## src/rtl/lcd_spi_write_pkg.sv

```systemverilog
// Shared definitions for the LCD pipeline: SPI writer states, DC encodings,
// default timing parameters and panel geometry.
package lcd_pkg;

    typedef enum logic [4:0] {
        ST_IDLE  = 5'b00001,
        ST_SETUP = 5'b00010,
        ST_SHIFT = 5'b00100,
        ST_DONE  = 5'b01000,
        ST_GAP   = 5'b10000
    } spi_state_t;

    localparam logic DC_CMD  = 1'b0;
    localparam logic DC_DATA = 1'b1;

    localparam int unsigned DEF_CLK_DIV  = 2;
    localparam int unsigned DEF_IDLE_GAP = 2;

    localparam int unsigned LCD_WIDTH  = 240;
    localparam int unsigned LCD_HEIGHT = 320;

endpackage

```

## src/rtl/lcd_spi_write_if.sv

```systemverilog
// Upstream word interface of the SPI writer, with FSM state exposed for checkers.
import lcd_pkg::*;

// Handshake: master holds en_write high with a valid {dc, byte} on data_in;
// the slave samples it only while idle and answers each accepted word with a
// single-cycle wr_done; busy covers accept through the end of the re-sample gap.
interface lcd_spi_write_if;
    logic       en_write;
    logic [8:0] data_in;
    logic       wr_done;
    logic       busy;
    spi_state_t state;

    modport master (output en_write, data_in, input wr_done, busy, state);
    modport slave  (input en_write, data_in, output wr_done, busy, state);
endinterface

```

## src/rtl/lcd_spi_write_tick.sv

```systemverilog
// Half-period tick generator: counts only while enabled, clears otherwise,
// and pulses tick on the last cycle of every CLK_DIV-cycle window.
module lcd_spi_tick #(
    parameter int unsigned CLK_DIV = 2
) (
    input  logic sys_clk,
    input  logic sys_rst_n,
    input  logic en,
    output logic tick
);

    localparam int unsigned CW = (CLK_DIV > 1) ? $clog2(CLK_DIV) : 1;
    localparam logic [CW-1:0] LAST = CW'(CLK_DIV - 1);

    logic [CW-1:0] cnt;

    always_ff @(posedge sys_clk or negedge sys_rst_n) begin
        if (!sys_rst_n) begin
            cnt <= '0;
        end else if (!en || cnt == LAST) begin
            cnt <= '0;
        end else begin
            cnt <= cnt + 1'b1;
        end
    end

    assign tick = en && (cnt == LAST);

endmodule

```

## src/rtl/lcd_spi_write.sv

```systemverilog
// Byte-level SPI mode-0 serializer for the ST7789 panel: one {dc, byte} word
// per accept, MSB first, with a fixed re-sample gap after every wr_done.
module lcd_spi_write
    import lcd_pkg::*;
#(
    parameter int unsigned CLK_DIV  = DEF_CLK_DIV,
    parameter int unsigned IDLE_GAP = DEF_IDLE_GAP
) (
    input  logic             sys_clk,
    input  logic             sys_rst_n,
    lcd_spi_write_if.slave   up,
    output logic             lcd_cs_n,
    output logic             lcd_dc,
    output logic             lcd_sclk,
    output logic             lcd_mosi
);

    localparam int unsigned GW = $clog2(IDLE_GAP);
    localparam logic [GW-1:0] GAP_LAST = GW'(IDLE_GAP - 1);

    spi_state_t    state;
    logic [7:0]    shreg;
    logic [2:0]    bit_cnt;
    logic [GW-1:0] gap_cnt;
    logic          wr_done_r;
    logic          busy_r;
    logic          tick_en;
    logic          tick;

    assign tick_en   = (state == ST_SETUP) || (state == ST_SHIFT);
    assign up.state   = state;
    assign up.wr_done = wr_done_r;
    assign up.busy    = busy_r;

    lcd_spi_tick #(.CLK_DIV(CLK_DIV)) u_tick (
        .sys_clk   (sys_clk),
        .sys_rst_n (sys_rst_n),
        .en        (tick_en),
        .tick      (tick)
    );

    // lcd_sclk doubles as the bit-cell phase: high half, then low half.
    always_ff @(posedge sys_clk or negedge sys_rst_n) begin
        if (!sys_rst_n) begin
            state     <= ST_IDLE;
            shreg     <= '0;
            bit_cnt   <= '0;
            gap_cnt   <= '0;
            wr_done_r <= 1'b0;
            busy_r    <= 1'b0;
            lcd_cs_n  <= 1'b1;
            lcd_dc    <= 1'b1;
            lcd_sclk  <= 1'b0;
            lcd_mosi  <= 1'b0;
        end else begin
            wr_done_r <= 1'b0;
            case (state)
                ST_IDLE: begin
                    if (up.en_write) begin
                        shreg    <= up.data_in[7:0];
                        lcd_dc   <= up.data_in[8];
                        lcd_mosi <= up.data_in[7];
                        lcd_cs_n <= 1'b0;
                        lcd_sclk <= 1'b0;
                        busy_r   <= 1'b1;
                        state    <= ST_SETUP;
                    end
                end
                ST_SETUP: begin
                    lcd_mosi <= shreg[7];
                    if (tick) begin
                        lcd_sclk <= 1'b1;
                        state    <= ST_SHIFT;
                    end
                end
                ST_SHIFT: begin
                    if (tick) begin
                        if (lcd_sclk) begin
                            lcd_sclk <= 1'b0;
                            // The last bit keeps mosi so the line holds its final value.
                            if (bit_cnt != 3'd7) begin
                                shreg    <= {shreg[6:0], 1'b0};
                                lcd_mosi <= shreg[6];
                            end
                        end else if (bit_cnt == 3'd7) begin
                            bit_cnt   <= '0;
                            lcd_cs_n  <= 1'b1;
                            wr_done_r <= 1'b1;
                            state     <= ST_DONE;
                        end else begin
                            bit_cnt  <= bit_cnt + 3'd1;
                            lcd_sclk <= 1'b1;
                        end
                    end
                end
                ST_DONE: begin
                    gap_cnt <= '0;
                    state   <= ST_GAP;
                end
                ST_GAP: begin
                    // Upstream is still presenting the old word here; do not sample.
                    if (gap_cnt == GAP_LAST) begin
                        gap_cnt <= '0;
                        busy_r  <= 1'b0;
                        state   <= ST_IDLE;
                    end else begin
                        gap_cnt <= gap_cnt + 1'b1;
                    end
                end
                default: begin
                    state    <= ST_IDLE;
                    busy_r   <= 1'b0;
                    lcd_cs_n <= 1'b1;
                    lcd_sclk <= 1'b0;
                end
            endcase
        end
    end

endmodule

```

## src/flat_wrapper.sv

```systemverilog
// flat-port wrapper written by rule: the top's interface ports become plain ports
module lcd_spi_write_flat import lcd_pkg::*;
#(
    parameter int unsigned CLK_DIV  = DEF_CLK_DIV,
    parameter int unsigned IDLE_GAP = DEF_IDLE_GAP
)
  (sys_clk, sys_rst_n, lcd_cs_n, lcd_dc, lcd_sclk, lcd_mosi, up_en_write, up_data_in, up_wr_done, up_busy, up_state);
  lcd_spi_write_if up_i ();
  input  logic sys_clk;
  input  logic sys_rst_n;
  output logic lcd_cs_n;
  output logic lcd_dc;
  output logic lcd_sclk;
  output logic lcd_mosi;
  input wire logic [$bits(up_i.en_write)-1:0] up_en_write;
  input wire logic [$bits(up_i.data_in)-1:0] up_data_in;
  output wire logic [$bits(up_i.wr_done)-1:0] up_wr_done;
  output wire logic [$bits(up_i.busy)-1:0] up_busy;
  output wire logic [$bits(up_i.state)-1:0] up_state;
  assign up_i.en_write = up_en_write;
  assign up_i.data_in = up_data_in;
  assign up_wr_done = up_i.wr_done;
  assign up_busy = up_i.busy;
  assign up_state = up_i.state;
  lcd_spi_write #(.CLK_DIV(CLK_DIV), .IDLE_GAP(IDLE_GAP)) u_core (.sys_clk(sys_clk), .sys_rst_n(sys_rst_n), .up(up_i), .lcd_cs_n(lcd_cs_n), .lcd_dc(lcd_dc), .lcd_sclk(lcd_sclk), .lcd_mosi(lcd_mosi));
endmodule
```

## config.mk

```make
export PLATFORM = sky130hd
export DESIGN_NAME = lcd_spi_write_flat
export DESIGN_NICKNAME = d
export VERILOG_FILES = /design/src/rtl/lcd_spi_write_pkg.sv /design/src/rtl/lcd_spi_write_if.sv /design/src/rtl/lcd_spi_write_tick.sv /design/src/rtl/lcd_spi_write.sv /design/src/flat_wrapper.sv
export SDC_FILE = /design/constraint.sdc
export NUM_CORES = 1
export LEC_CHECK = 0
export CORE_MARGIN = 10
export CORE_UTILIZATION = 35
export DETAILED_ROUTE_END_ITERATION = 8
export SLEW_MARGIN = 20
export SYNTH_ARGS = -nofsm -noshare
export SYNTH_HDL_FRONTEND = slang
export SYNTH_SLANG_ARGS = --single-unit
```

## constraint.sdc

```tcl
create_clock -name sys_clk -period 4.9 [get_ports sys_clk]
set_input_delay 0.98 -clock sys_clk [delete_from_list [all_inputs] [get_ports sys_clk]]
set_output_delay 0.98 -clock sys_clk [all_outputs]
set_load 0.01 [all_outputs]
```

---- Word-level counts from Yosys, hierarchy flattened ----
Cells that the tools add are included.
operators by class
  eq/ne operators ......................... 15
  multiplexer cells ....................... 38
  add/sub/neg operators ................... 3
  bitwise gates (word level) .............. 4
  reductions and logical operators ........ 18
operators by type and width
  kind                   count
  $mux W8                4
  $mux W5                6
  $pmux W5 S5            1
  $mux W1                20
  $pmux W8 S2            1
  $reduce_and A5 Y1      3
  $pmux W1 S3            3
  $ne A2 B1 Y1 const B   4
  $ne A2 B2 Y1 const B   4
  $reduce_and A3 Y1      2
  $reduce_and A6 Y1      1
  $reduce_or A3 Y1       2
  $eq A5 B1 Y1 const B   1
  $eq A5 B2 Y1 const B   1
  $eq A5 B3 Y1 const B   1
  $eq A5 B4 Y1 const B   1
  $eq A5 B5 Y1 const B   1
  $not A1 Y1             4
  $pmux W1 S4            1
  $reduce_and A4 Y1      1
  $reduce_bool A2 Y1     2
  $add A3 B1 Y3 const B  1
  $eq A3 B3 Y1 const B   1
  $mux W3                1
  9 further kinds        11
storage, ports and cells
  register bits after elaboration ......... 24
  output and inout port bits .............. 11

---- Longest topological paths before layout ----
Gate-level depths: netlist of run 1.
  depth after elaboration ................. 5
  gate-level depth with buffers ........... 6

---- By module ----
A second synthesis of run 1 with hierarchy kept.
second synthesis, totals
  cells, all modules ...................... 121
  area, all modules ....................... 1,291.2 µm²
modules (own cells, without submodules)
  module         times used  seq. area each (µm²)  area an instance (µm²)  cells an instance
  lcd_spi_write  1           579.3                 1,249.9                 118
  lcd_spi_tick   1           25.0                  41.3                    3

---- Worst setup path before layout of run 1 ----
Ideal clock, no wire load.
  path kind ............................... register -> register
  from .................................... register u_core.state[4], in the netlist u_core.up.state[4]
  to ...................................... register u_core.shreg[2]
  data required time ...................... 4.775 ns
  library setup time ...................... 0.125 ns
  arrival time ............................ 1.719 ns
  stages on the path, launching flop included .. 7
  slack ................................... 3.057 ns
  period minus slack after synthesis ...... 1.843 ns
  cell sequence ........................... dfrtp_1 buf_2 nor4_2 and2_1 buf_6 mux2_2 mux2_4
on the way
  longest elaborated chain between the ends .. 5
  elaborated cells on any way between the ends .. 12
ends and longest elaborated chain
  item                                          RTL line                                  source
  start: declaration                            lcd_spi_write.sv:21                       spi_state_t state;
  start signal: assignment                      lcd_spi_write.sv:45                       state <= ST_IDLE;
  start signal: assignment                      lcd_spi_write.sv:66                       state <= ST_SETUP;
  start signal: assignment                      lcd_spi_write.sv:73                       state <= ST_SHIFT;
  $eq A5 B2 Y1 or $eq A5 B3 Y1 (tied branches)  lcd_spi_write.sv:30, lcd_spi_write.sv:57
  $logic_or A1 B1 Y1                            lcd_spi_write.sv:30                       assign tick_en = (state == ST_SETUP) || (state == ST_SHIFT);
  $logic_and A1 B1 Y1                           lcd_spi_write_tick.sv:27                  assign tick = en && (cnt == LAST);
  $ne A2 B1 Y1 (no line)                        -
  $reduce_and A5 Y1 (no line)                   -
  end signal: assignment                        lcd_spi_write.sv:60                       shreg <= up.data_in[7:0];
  end signal: assignment                        lcd_spi_write.sv:82                       shreg <= {shreg[6:0], 1'b0};
  end: declaration                              lcd_spi_write.sv:22                       logic [7:0] shreg;
Several ways; a longest one is shown, not always the timed one.
A chain may end at the register's enable or synchronous reset.

---- Final worst setup path of run 1 ----
  from .................................... register u_core.state[2], in the netlist u_core.up.state[2]
  to ...................................... output up_state[2]
RTL lines
  item              RTL line            source
  end: declaration  flat_wrapper.sv:19  output wire logic [$bits(up_i.state)-1:0] up_state;
No word-level cell between the ends.

==> impl_metrics.json, run 1 <==
{
  "drt-vias-per-instance": 4.953,
  "syn_area_um2": 1400,
  "r2r_start": "u_core.up.state[1]$_DFFE_PN0P_",
  "cts_tree": "yes",
  "grt_setup_unrepaired": "false",
  "synth-simple-area-share": 0.1671,
  "synth_compound_area_frac": 0.1296,
  "num_rows": 22,
  "holdPathStages": 2,
  "yosys_warnings": 0,
  "syn_to_final_growth_pct": 21.72,
  "synth-seq-area-share": 0.4316,
  "end_kind": "output pin",
  "synth-edff-count": 0,
  "coreArea_um2": 3771,
  "track_usage": 0.08134,
  "clock_latency_ns": 0.27,
  "ios": 23,
  "min_period_over_period": 0.5088,
  "synth_top_family_by_area": "multiplexers",
  "grt_pass1_vias": 984,
  "slew_headroom": 0.6485,
  "wl_um": 2867,
  "drive_gt1_frac": 0.2378,
  "synth.area.mux_share": 0.1859,
  "timing.fmax_mhz": 401.1,
  "drt_iter0_markers": 50,
  "cts_hold_buf": 0,
  "path_clk_slew_ns": 0.09,
  "path_cells": "clkdlybuf4s50_1",
  "top_register": "u_core.shreg",
  "hold_class": "flop to flop",
  "fin_skew_ns": 0.001340,
  "synth_common_cells": "dfrtp_1 (21), mux2_4 (10), nor2_1 (10)",
  "largest_reg_flops": 8,
  "drv_cap": 0,
  "syn_inst": 123,
  "status": "complete, no violations",
  "cts_resized": 0,
  "clock_sinks": 24,
  "worst_ir_drop_vdd_mv": 0.2170,
  "clk_path_buf_depth": 2,
  "gp_congestion": 0.8898,
  "min_from": "u_core.lcd_cs_n$_DFFE_PN1P_",
  "leakage_nw": 0.7721,
  "antenna_found_initial": 0,
  "die_w_um": 83.25,
  "drc": 0,
  "finalHoldViolations": 0,
  "power_density_nw_per_um2": 535.4,
  "seq_area_um2": 604.3,
  "critPathBufInv": 1,
  "min_period_ns": 2.493,
  "synth_seq_cells": 24,
  "avgRoutedWirePerCell_um": 15.01,
  "synth_xor_area_frac": 0.01877,
  "setup_tns_ns": 0,
  "synth_async_sr_flop_share": 1.000,
  "n_antenna_cell": 0,
  "multi_input_area_um2": 726.9,
  "vias": 946,
  "avgSynthCellArea_um2": 11.38,
  "cp.arrival_ns": 1.51,
  "crit_required_ns": 3.92,
  "post-cts-setup-buffer-count": 0,
  "synth.most_common_cell": "dfrtp_1",
  "yosysTopAreaCell": "dfrtp_1",
  "dieArea_um2": 6930,
  "cp_slowest_cell": "dfrtp_1",
  "syn_nets": 137,
  "yosysUniqueCellTypes": 45,
  "reg2reg_depth": 4,
  "synth-adder-area-share": 0.01787,
  "worst_pin_slew_ns": 0.5272,
  "grt_max_degree": 25,
  "whs_ns": 0.4932,
  "final-setup-viol-count": 0,
  "port_buffers": 22,
  "slowest_delay_ns": 0.62,
  "hold-path-endpoint": "u_core.lcd_cs_n$_DFFE_PN1P_",
  "dp_hpwl_um": 2176,
  "antenna_left": 0,
  "yosys-top-cells-area": "dfrtp_1 (38%), mux2_4 (11%), dfstp_2 (5.6%), mux2_2 (4.8%), nor2_1 (2.7%)",
  "startpoint_type": "flop",
  "top_regs": "u_core.shreg (8), u_core.up.state (5), u_core.bit_cnt (3)",
  "critPathKind": "flop to output pin",
  "timing.rr.end": "u_core.shreg[5]$_DFFE_PN0P_",
  "ys.flop_type": "dfrtp_1",
  "cts_buffers": 3,
  "fillers": 355,
  "start_util": 0.3713,
  "grt.overflow.total": 0,
  "critical_path.top_delay_family": "flip-flops",
  "nNetsFinal": 158,
  "htreeDepth": 1,
  "grt_pass1_wl_um": 4816,
  "dr.pass1.iters": 4,
  "cts_root_buf": "clkbuf_8",
  "yosysTopAreaCellShare": 0.3753,
  "die_y_um": 83.25,
  "crit_path_max_fanout": 14,
  "maxSlewViolCount": 0,
  "regToRegSetupSlack_ns": 2.58
}
area by class of cell:
cell class	instances	share of cell area
multi-input cells	86	0.4266
flip-flops and latches	24	0.3546
repair buffers	22	0.1263
well taps	48	0.03524
clock buffers	3	0.02423
clock inverters	1	0.01762
inverters	7	0.01542
stage by stage:
step	setup slack (ns)	cells	instance area, µm²	util	total power, mW
global placement	2.416	187	1638	0.4343	0.7348
floorplan	3.057	123	1400	-	0.6213
finish	2.407	191	1704	0.4519	0.9124
CTS	2.388	191	1709	0.4532	0.9214
global route	2.321	191	1704	0.4519	0.9763
detailed placement	2.355	187	1638	0.4343	0.7424
worst max path at each step:
stage	start	to	slack (ns)	depth (start not counted)
global placement	up_en_write	u_core.shreg[1]$_DFFE_PN0P_	2.42	4
floorplan	u_core.up.state[4]$_DFFE_PN0P_	u_core.shreg[2]$_DFFE_PN0P_	3.06	6
global route	u_core.up.state[2]$_DFFE_PN0P_	up_state[2]	2.32	1
CTS	u_core.up.state[2]$_DFFE_PN0P_	up_state[2]	2.39	1
finish	u_core.up.state[2]$_DFFE_PN0P_	up_state[2]	2.41	1
detailed placement	up_en_write	u_core.shreg[6]$_DFFE_PN0P_	2.35	4
placed cells by master, fill, tap and decap left out, types with 3 or more instances in the layout:
cell,Yosys,routed
dfrtp_1,21,21
o21ai_0,3,3
dfstp_2,3,3
nand2_1,3,3
a21oi_1,3,3
inv_1,7,7
nor3_1,3,3
o21ai_1,3,3
mux2_4,10,10
clkdlybuf4s50_1,0,21
nor2b_1,3,3
mux2_2,6,6
nor2_1,10,10
clkbuf_8,0,3
metal layers:
metal  vias up  share of wire  track usage
li1        478              -            -
met1       444           0.50       0.1063
met2        22           0.44       0.1229
met3         2          0.051      0.02637
met4         0         0.0073      0.02462
met5         -              0            0
power breakdown:
group	internal, mW	switching [mW]
registers	0.276	0.0785
logic	0.221	0.161
clock network	0.109	0.0665
total	0.606	0.306
cell families (layout without fill, tap and decap cells):
group | count (synthesis) | in the layout
xor+xnor | 3 | 3
simple gates | 38 | 38
compound gates | 23 | 23
flops | 24 | 24
fa+ha+maj | 2 | 2
mux | 20 | 20
buf+inv | 13 | 33
Note: power is estimated with default switching activity, not from simulation.
==> inputs of run 2 (changes only) <==
Clock period 4.9 ns to 2.2 ns, I/O delays scaled along.
==> run 2 against run 1 <==
  * Flip-flop and latch count unchanged
  * Power up 110%
  * Register-to-register slack worse by 2.3 ns
  * Sequential share of layout area down 0.34 points
  * Non-clock buffer count up 5
  * Via count up 7.3%
  * Critical path type unchanged
  * Largest cell class unchanged
==> impl_metrics.json, run 2 (synthesis results as in run 1) <==
{
  "status": "complete, no violations",
  "path_cells": "clkdlybuf4s50_1",
  "dr.pass1.iters": 4,
  "use_met3": 0.03027,
  "setup_tns_ns": 0,
  "grt_max_degree": 25,
  "timing.fmax_mhz": 507.7,
  "cts_tree": "yes",
  "crit_required_ns": 1.76,
  "drive_gt1_frac": 0.2500,
  "cts_buffers": 3,
  "gr-max-usage-layer": "met2",
  "finalHoldViolations": 0,
  "cts_resized": 0,
  "path_clk_slew_ns": 0.08,
  "cp_slowest_cell": "dfrtp_1",
  "cp.arrival_ns": 1.53,
  "antenna_left": 0,
  "antenna_found_initial": 0,
  "nNetsFinal": 163,
  "combPwrFrac": 0.468,
  "wl_um": 3059,
  "end_kind": "output pin",
  "crit_path_max_fanout": 14,
  "met2_usage": 0.1334,
  "top_regs": "u_core.shreg (8), u_core.up.state (5), u_core.bit_cnt (3)",
  "maxSlewViolCount": 0,
  "min_period_over_period": 0.8952,
  "critPathBufInv": 1,
  "worst_ir_drop_vdd_mv": 0.6184,
  "power.total_mw": 1.951,
  "clock_sinks": 24,
  "grt.met1_usage": 0.1145,
  "drc": 0,
  "die_w_um": 83.25,
  "top_register": "u_core.shreg",
  "leakage_nw": 0.7850,
  "startpoint_type": "flop",
  "dieArea_um2": 6930,
  "final_cell_mix": "clkdlybuf4s50_1 (22), dfrtp_1 (21), nor2_1 (10), mux2_4 (10), inv_1 (7)",
  "layout_commonest_cell": "clkdlybuf4s50_1",
  "ios": 23,
  "clock_latency_ns": 0.27,
  "grt_pass1_wl_um": 5271,
  "vias": 1015,
  "p_sw_uw": 689.9,
  "internal_power_mw": 1.261,
  "hold_class": "flop to flop",
  "worst_pin_slew_ns": 0.4664,
  "die_y_um": 83.25,
  "cts_hold_buf": 0,
  "grt_pass1_vias": 1037,
  "critPathKind": "flop to output pin",
  "fin_skew_ns": 0.008561,
  "syn_to_final_growth_pct": 22.88,
  "critical_path.top_delay_family": "flip-flops",
  "whs_ns": 0.4713,
  "gp_congestion": 0.8399,
  "slew_headroom": 0.6890,
  "n_antenna_cell": 0,
  "grt_setup_unrepaired": "false",
  "start_util": 0.3713,
  "dp_hpwl_um": 2286,
  "post-cts-setup-buffer-count": 0,
  "htreeDepth": 1,
  "seqPwrFrac": 0.395,
  "port_buffers": 22,
  "cts_root_buf": "clkbuf_8",
  "slowest_delay_ns": 0.64,
  "num_rows": 22,
  "clkPwrFrac": 0.137,
  "swShare": 0.3536,
  "largest_reg_flops": 8,
  "coreArea_um2": 3771,
  "track_usage": 0.08845,
  "drt_iter0_markers": 68,
  "min_period_ns": 1.969,
  "power_density_nw_per_um2": 1134,
  "final-setup-viol-count": 0,
  "clk_path_buf_depth": 2,
  "avgRoutedWirePerCell_um": 15.61,
  "grt.overflow.total": 0,
  "drt-vias-per-instance": 5.179,
  "drv_cap": 0
}
[run 2: power groups by stage]
stage | sequential, mW | clock (mW) | combinational [mW]
global route | 0.789 | 0.296 | 1.00
floorplan | 0.745 | 0 | 0.638
detailed placement | 0.773 | 0 | 0.917
CTS | 0.766 | 0.277 | 0.923
global placement | 0.770 | 0 | 0.894
finish | 0.770 | 0.268 | 0.913
[run 2: area by class of cell]
class	instances	area, µm²
multi-input combinational	86	726.9
fill	359	2051
timing repair buffer	27	257.7
clock buffer	4	45.04
sequential	24	604.3
tap	48	60.06
inverter	7	26.28
[run 2: per-layer routing]
layer / routed length [µm] / vias up / share of wire
met1: 1419 / 495 / 0.46
met3: 158 / 4 / 0.052
met2: 1447 / 24 / 0.47
met4: 34 / 0 / 0.011
met5: 0 / - / 0
li1: - / 492 / -
[run 2: final timing paths]
check,slack [ns],start,cells past startpoint,to
max,0.23,u_core.up.state[2]$_DFFE_PN0P_,1,up_state[2]
min reg2reg,0.47,u_core.lcd_cs_n$_DFFE_PN1P_,2,u_core.lcd_cs_n$_DFFE_PN1P_
min in group asynchronous,0.53,sys_rst_n,2,u_core.gap_cnt$_DFFE_PN0P_
max reg2reg,0.26,u_core.bit_cnt[0]$_DFFE_PN0P_,5,u_core.shreg[2]$_DFFE_PN0P_
max in group asynchronous,1.38,sys_rst_n,2,u_core.up.state[0]$_DFFE_PN1P_
min,0.47,u_core.lcd_cs_n$_DFFE_PN1P_,2,u_core.lcd_cs_n$_DFFE_PN1P_
[run 2: metrics by stage]
| stage | area (µm²) | utilization | worst slack, ns | std cells |
|---|---|---|---|---|
| 3_5_place_dp | 1675 | 0.4443 | 0.2075 | 192 |
| 3_3_place_gp | 1675 | 0.4443 | 0.2619 | 192 |
| 5_1_grt | 1720 | 0.4562 | 0.1538 | 196 |
| 2_1_floorplan | 1400 | - | 0.3565 | 123 |
| 6_report | 1720 | 0.4562 | 0.2305 | 196 |
| 4_1_cts | 1720 | 0.4562 | 0.2332 | 196 |
==> patch 1: new RTL, flow settings as in run 1 <==
Set the package constant `DEF_CLK_DIV` to 4 (it was 2).
--- a/src/rtl/lcd_spi_write_pkg.sv
+++ b/src/rtl/lcd_spi_write_pkg.sv
@@ -13,7 +13,7 @@
     localparam logic DC_CMD  = 1'b0;
     localparam logic DC_DATA = 1'b1;
 
-    localparam int unsigned DEF_CLK_DIV  = 2;
+    localparam int unsigned DEF_CLK_DIV  = 4;
     localparam int unsigned DEF_IDLE_GAP = 2;
 
     localparam int unsigned LCD_WIDTH  = 240;
Formal check against the unedited RTL: not equivalent (Yosys sat finds a counterexample within 4 cycles, from zero or initial values and one cycle with sys_rst_n low).
==> patch 1 against run 1 <==
  * Wire length up 0.52%
  * Count of clock-buffer cells in the layout unchanged
  * Cell area down 3.5%
  * First-iteration DRC count down 12%
  * Register-to-register slack worse by 330 ps
  * Synthesized area down 1.8%
  * Worst setup slack worse by 160 ps
  * Sequential cell count up 1
  * Core utilization down 1.3 points
  * Critical path type is now flip-flop to flip-flop
  * Critical endpoint is now u_core.shreg[4]
Power is not compared: it rests on default switching activity, and its combinational part moved more than twofold at a synthesized area within 25%.
==> patch 1: results (changes against run 1) <==
| Metric | Value |
|---|---|
| Yosys warns | 0 (unchanged) |
| Largest net degree at the start of global routing | 26 (was 25) |
| FF-to-FF path depth | 4 (unchanged) |
| WP data arrival | 2800 ps (was 1510 ps) |
| Netlist cell types | 38 (was 45) |
| Status | complete, no violations (unchanged) |
| Tot GR Track Use | 8.92% (was 8.13%) |
| 1st-iter DRT viols | 44 (was 50) |
| WHS Endpoint | u_core.u_tick.cnt[0] (was u_core.lcd_cs_n) |
| DP Cell Count | 184 (was 187) |
| Vias in the first global route | 997 (was 984) |
| R2r setup slk | 2250 ps (was 2580 ps) |
| Root Driver | clkbuf_8 (unchanged) |
| DP HPWL | 2.18 mm (about the same) |
| Worst VDD drop | 0.0827 mV |
| DRC | 0 (unchanged) |
| CP max-delay cell | nor4_1 (was dfrtp_1) |
| Worst Hold Path Cells | 1 (was 2) |
| Seq/Total Area, Yosys | 45.8% (was 43.2%) |
| Share of flip-flops with an asynchronous set or reset | 100% (unchanged) |
| Layout cells sized above 1 | 19.3% (was 23.8%) |
| Setup Buffers After CTS | 0 (unchanged) |
| Num CTS Buffers | 3 (unchanged) |
| First-pass GRT wire length | 4.81 mm (was 4.82 mm) |
| Syn Nets | 138 (was 137) |
| Clock-pin slew on the worst setup and hold paths | 90 ps (about the same) |
| DR pass1 iterations | 4 (unchanged) |
| # nets final | 156 (was 158) |
| Hold_sp | u_core.u_tick.cnt[0] (was u_core.lcd_cs_n) |
| CP delay by family, top | simple AND/OR/NAND/NOR gates (was flip-flops) |
| Post-CTS sizing | 0 (unchanged) |
| Launch point of the worst reg-to-reg path | u_core.up.state[1] (unchanged) |
| I/O Buffers | 22 (unchanged) |
| Reg-to-reg endpoint | u_core.shreg[4] (was u_core.shreg[5]) |
| Relative slew slack | 50.5% (was 64.9%) |
| CTS H-tree lvls | 1 (unchanged) |
| Top cells by area, synth | dfrtp_1, mux2_2, mux2_4, dfstp_2, ha_1 (was dfrtp_1, mux2_4, dfstp_2, mux2_2, nor2_1) |
| Dpl cell area | 1600 um2 (was 1640 um2) |
| Slowest Stage Delay on Critical Path | 700 ps (was 620 ps) |
| Clk Latency, worst-skew pair | 270 ps (about the same) |
| Post-Place Setup Slack | 2000 ps (was 2350 ps) |
| Gpl congestion | 0.722 (was 0.890) |
| Fin Clk Skew | 5.75 ps (was 1.34 ps) |
| Commonest cells post-synth | dfrtp_1, mux2_2, nor2_1 (was dfrtp_1, mux2_4, nor2_1) |
| Final WL | 2.88 mm (was 2.87 mm) |
| Vias per inst | 5.27 (was 4.95) |
| CTS Buffer Depth | 2 (unchanged) |
| Final non-filler cell total | 188 (was 191) |
patch 1: worst max path at each step:
stage | start | end | slack [ps] | cells past startpoint
after floorplan | up_en_write | u_core.shreg[1] | 2610 | 5
after global placement | up_en_write | u_core.shreg[1] | 2040 | 4
after detailed placement | up_en_write | u_core.shreg[4] | 2000 | 4
after CTS | u_core.up.state[1] | u_core.shreg[1] | 2240 | 4
after global routing | u_core.up.state[1] | u_core.shreg[4] | 2040 | 4
final | u_core.up.state[1] | u_core.shreg[4] | 2250 | 4
patch 1: worst register-to-register path, cell delays in order, from the launching register on:
cell and delay (ps):
dfrtp_1 520, nor4_1 700, and2_1 470, o211a_1 500, mux2_4 340
patch 1: cell type report:
class	instances	area (um2)
fillers	383	2100
well taps	48	60.1
clock inverters	1	5.00
inverters	4	15.0
repair buffers	22	215
multi-input cells	85	678
clock buffers	3	41.3
flip-flops and latches	25	629
patch 1: per-layer routing:
| layer | wire length, um | part of all wire [%] | vias to the layer above | track usage, % |
|---|---|---|---|---|
| met4 | 16 | 0.56 | 0 | 3.01 |
| met1 | 1340 | 46 | 491 | 11.4 |
| met2 | 1420 | 49 | 12 | 14.4 |
| met3 | 114 | 4.0 | 2 | 2.16 |
| li1 | - | - | 485 | - |
| met5 | 0 | 0 | - | 0 |
patch 1: logic make-up (layout without fill, tap and decap cells):
logic type | Yosys count | in the layout | synth area share, %
mux | 19 | 19 | 17.4
compound gates | 21 | 21 | 11.1
buf+inv | 13 | 30 | 4.91
simple gates | 41 | 41 | 17.5
fa+ha+maj | 3 | 3 | 2.73
xor+xnor | 1 | 1 | 0.637
flops | 25 | 25 | 45.8
patch 1: per-stage QoR:
step | hold slack (ps) | util [%]
finish | 451 | 43.9
global route | 471 | 43.9
CTS | 454 | 43.9
detailed placement | 442 | 42.7
global placement | 422 | 42.8
floorplan | 408 | -
patch 1: report_power, final:
| part | total, W | internal [W] | switching, W |
|---|---|---|---|
| registers | 0.000206 | 0.000206 | 0 |
| logic | 0.0000127 | 0.00000729 | 0.00000542 |
| clock network | 0.000122 | 0.0000568 | 0.0000647 |
==> patch 2: new RTL, flow settings as in run 1 <==
Made on the original files. Make the reset (`sys_rst_n`) synchronous in 2 clocked blocks.
--- a/src/rtl/lcd_spi_write_tick.sv
+++ b/src/rtl/lcd_spi_write_tick.sv
@@ -14,7 +14,7 @@
 
     logic [CW-1:0] cnt;
 
-    always_ff @(posedge sys_clk or negedge sys_rst_n) begin
+    always_ff @(posedge sys_clk) begin
         if (!sys_rst_n) begin
             cnt <= '0;
         end else if (!en || cnt == LAST) begin
--- a/src/rtl/lcd_spi_write.sv
+++ b/src/rtl/lcd_spi_write.sv
@@ -40,7 +40,7 @@
     );
 
     // lcd_sclk doubles as the bit-cell phase: high half, then low half.
-    always_ff @(posedge sys_clk or negedge sys_rst_n) begin
+    always_ff @(posedge sys_clk) begin
         if (!sys_rst_n) begin
             state     <= ST_IDLE;
             shreg     <= '0;
Formal check against the unedited RTL: differs if sys_rst_n is asserted again (counterexample within 4 cycles, from zero or initial values and one cycle with sys_rst_n low); with sys_rst_n held inactive, the same outputs for 10 cycles.
==> patch 2 against run 1 <==
  * Cell area down 7.3%
  * Global-route usage up 1.9 points
  * Fmax down 2.0%
  * Wire length up 8.9%
  * Worst setup slack worse by 50 ps
  * Cell count up 15%
  * Core utilization down 1.7 points
  * Sequential cell count unchanged
  * Synthesized area down 6.7%
  * Critical path type unchanged
  * Critical endpoint is now up_state[1]
Power is not compared: it rests on default switching activity, and its combinational part moved more than twofold at a synthesized area within 25%.
==> patch 2: results (changes against run 1) <==
| Metric | Value |
|---|---|
| Syn Nets | 170 (was 137) |
| Setup Buffers After CTS | 0 (unchanged) |
| Share of flip-flops with an asynchronous set or reset | 0% (was 100%) |
| Final WL | 3.12 mm (was 2.87 mm) |
| Hold slack | 472 ps (was 493 ps) |
| Vias in the first global route | 1167 (was 984) |
| WP data arrival | 1560 ps (was 1510 ps) |
| Seq/Total Area, Yosys | 36.8% (was 43.2%) |
| Most used DFF post-synth | dfxtp_1 (was dfrtp_1) |
| Yosys warns | 0 (unchanged) |
| Gpl congestion | 0.803 (was 0.890) |
| Commonest cells post-synth | nand2_1, dfxtp_1, nor2_1 (was dfrtp_1, mux2_4, nor2_1) |
| Via count | 1148 (was 946) |
| Worst-Margin Slew | 526 ps (was 527 ps) |
| Layout cells sized above 1 | 8.14% (was 23.8%) |
| Status | complete, no violations (unchanged) |
| DP HPWL | 2.29 mm (was 2.18 mm) |
| Worst Hold Path Cells | 2 (unchanged) |
| Fin Clk Skew | 4.11 ps (was 1.34 ps) |
| Launch point of the worst reg-to-reg path | u_core.up.state[0] (was u_core.up.state[1]) |
| Top cells by area, synth | dfxtp_1, nand2_1, a311oi_1, nor2_1, buf_6 (was dfrtp_1, mux2_4, dfstp_2, mux2_2, nor2_1) |
| R2r setup slk | 3100 ps (was 2580 ps) |
| Netlist cell types | 48 (was 45) |
| Tot GR Track Use | 10.1% (was 8.13%) |
| FF-to-FF path depth | 5 (was 4) |
| # nets final | 187 (was 158) |
| Worst VDD drop | 0.177 mV |
| Reg-to-reg endpoint | u_core.bit_cnt[0] (was u_core.shreg[5]) |
| Filler cell count | 380 (was 355) |
| Post-Place Setup Slack | 2380 ps (was 2350 ps) |
| Antenna cells | 0 (unchanged) |
| Hold_sp | u_core.bit_cnt[1] (was u_core.lcd_cs_n) |
| CP max-delay cell | dfxtp_1 (was dfrtp_1) |
| Crit-path max FO | 12 (was 14) |
| First-pass GRT wire length | 5.49 mm (was 4.82 mm) |
| Slowest Stage Delay on Critical Path | 660 ps (was 620 ps) |
| Largest net degree at the start of global routing | 17 (was 25) |
| 1st-iter DRT viols | 96 (was 50) |
| Beginning of the critical path | u_core.up.state[1] (was u_core.up.state[2]) |
| Clock-pin slew on the worst setup and hold paths | 90 ps (about the same) |
| WHS Endpoint | u_core.bit_cnt[1] (was u_core.lcd_cs_n) |
| DR pass1 iterations | 6 (was 4) |
## patch 2: cell count changes after synthesis, sizes merged, moves of 3 or more
cell	change
nand2	+27
dfxtp	+24
dfrtp	-21
mux2	-18
a311oi	+7
nor2	+6
inv	-5
a21oi	+4
o21ai	+4
dfstp	-3
## patch 2: worst max path at each step
stage	cells after the start	slack, ps	end
floorplan	5	3010	u_core.up.state[0]
global placement	6	2350	u_core.up.state[0]
detailed placement	6	2380	u_core.up.state[0]
CTS	1	2350	up_state[0]
global route	1	2260	up_state[1]
finish	1	2360	up_state[1]
## patch 2: area by class of cell
| cell class | count | area, um2 | area share [%] |
|---|---|---|---|
| clock inverters | 1 | 30.0 | 1.90 |
| flip-flops and latches | 24 | 480 | 30.4 |
| multi-input cells | 120 | 741 | 46.9 |
| repair buffers | 22 | 220 | 13.9 |
| clock buffers | 3 | 41.3 | 2.61 |
| inverters | 2 | 7.51 | 0.475 |
| well taps | 48 | 60.1 | 3.80 |
## patch 2: metrics by stage
stage	std cells	cell area (um2)	power (W)
CTS	220	1580	0.000517
floorplan	156	1310	0.000308
global placement	216	1510	0.000341
detailed placement	216	1510	0.000342
global route	220	1580	0.000539
finish	220	1580	0.000511
## patch 2: cell families after synthesis
group                    synth area share, %
AO/OA/AOI/OAI                           22.7
flip-flops                              36.8
multiplexers                            1.53
adder cells (fa/ha/maj)                 1.92
buffers and inverters                   6.51
AND/OR/NAND/NOR                         29.2
XOR/XNOR                                1.34
## patch 2: power groups by stage
stage / Clock, W / Sequential [W] / Combinational (W)
global placement: 0 / 0.000235 / 0.000106
global route: 0.000184 / 0.000235 / 0.000120
finish: 0.000173 / 0.000231 / 0.000106
detailed placement: 0 / 0.000235 / 0.000107
floorplan: 0 / 0.000230 / 0.0000776
CTS: 0.000179 / 0.000231 / 0.000107
## patch 2: metal layers
metal / global-route usage, % / vias to the layer above / routed length [um]
met5: 0 / - / 0
met4: 2.94 / 0 / 26
met3: 2.65 / 4 / 162
met2: 16.6 / 19 / 1480
met1: 12.6 / 535 / 1450
li1: - / 590 / -
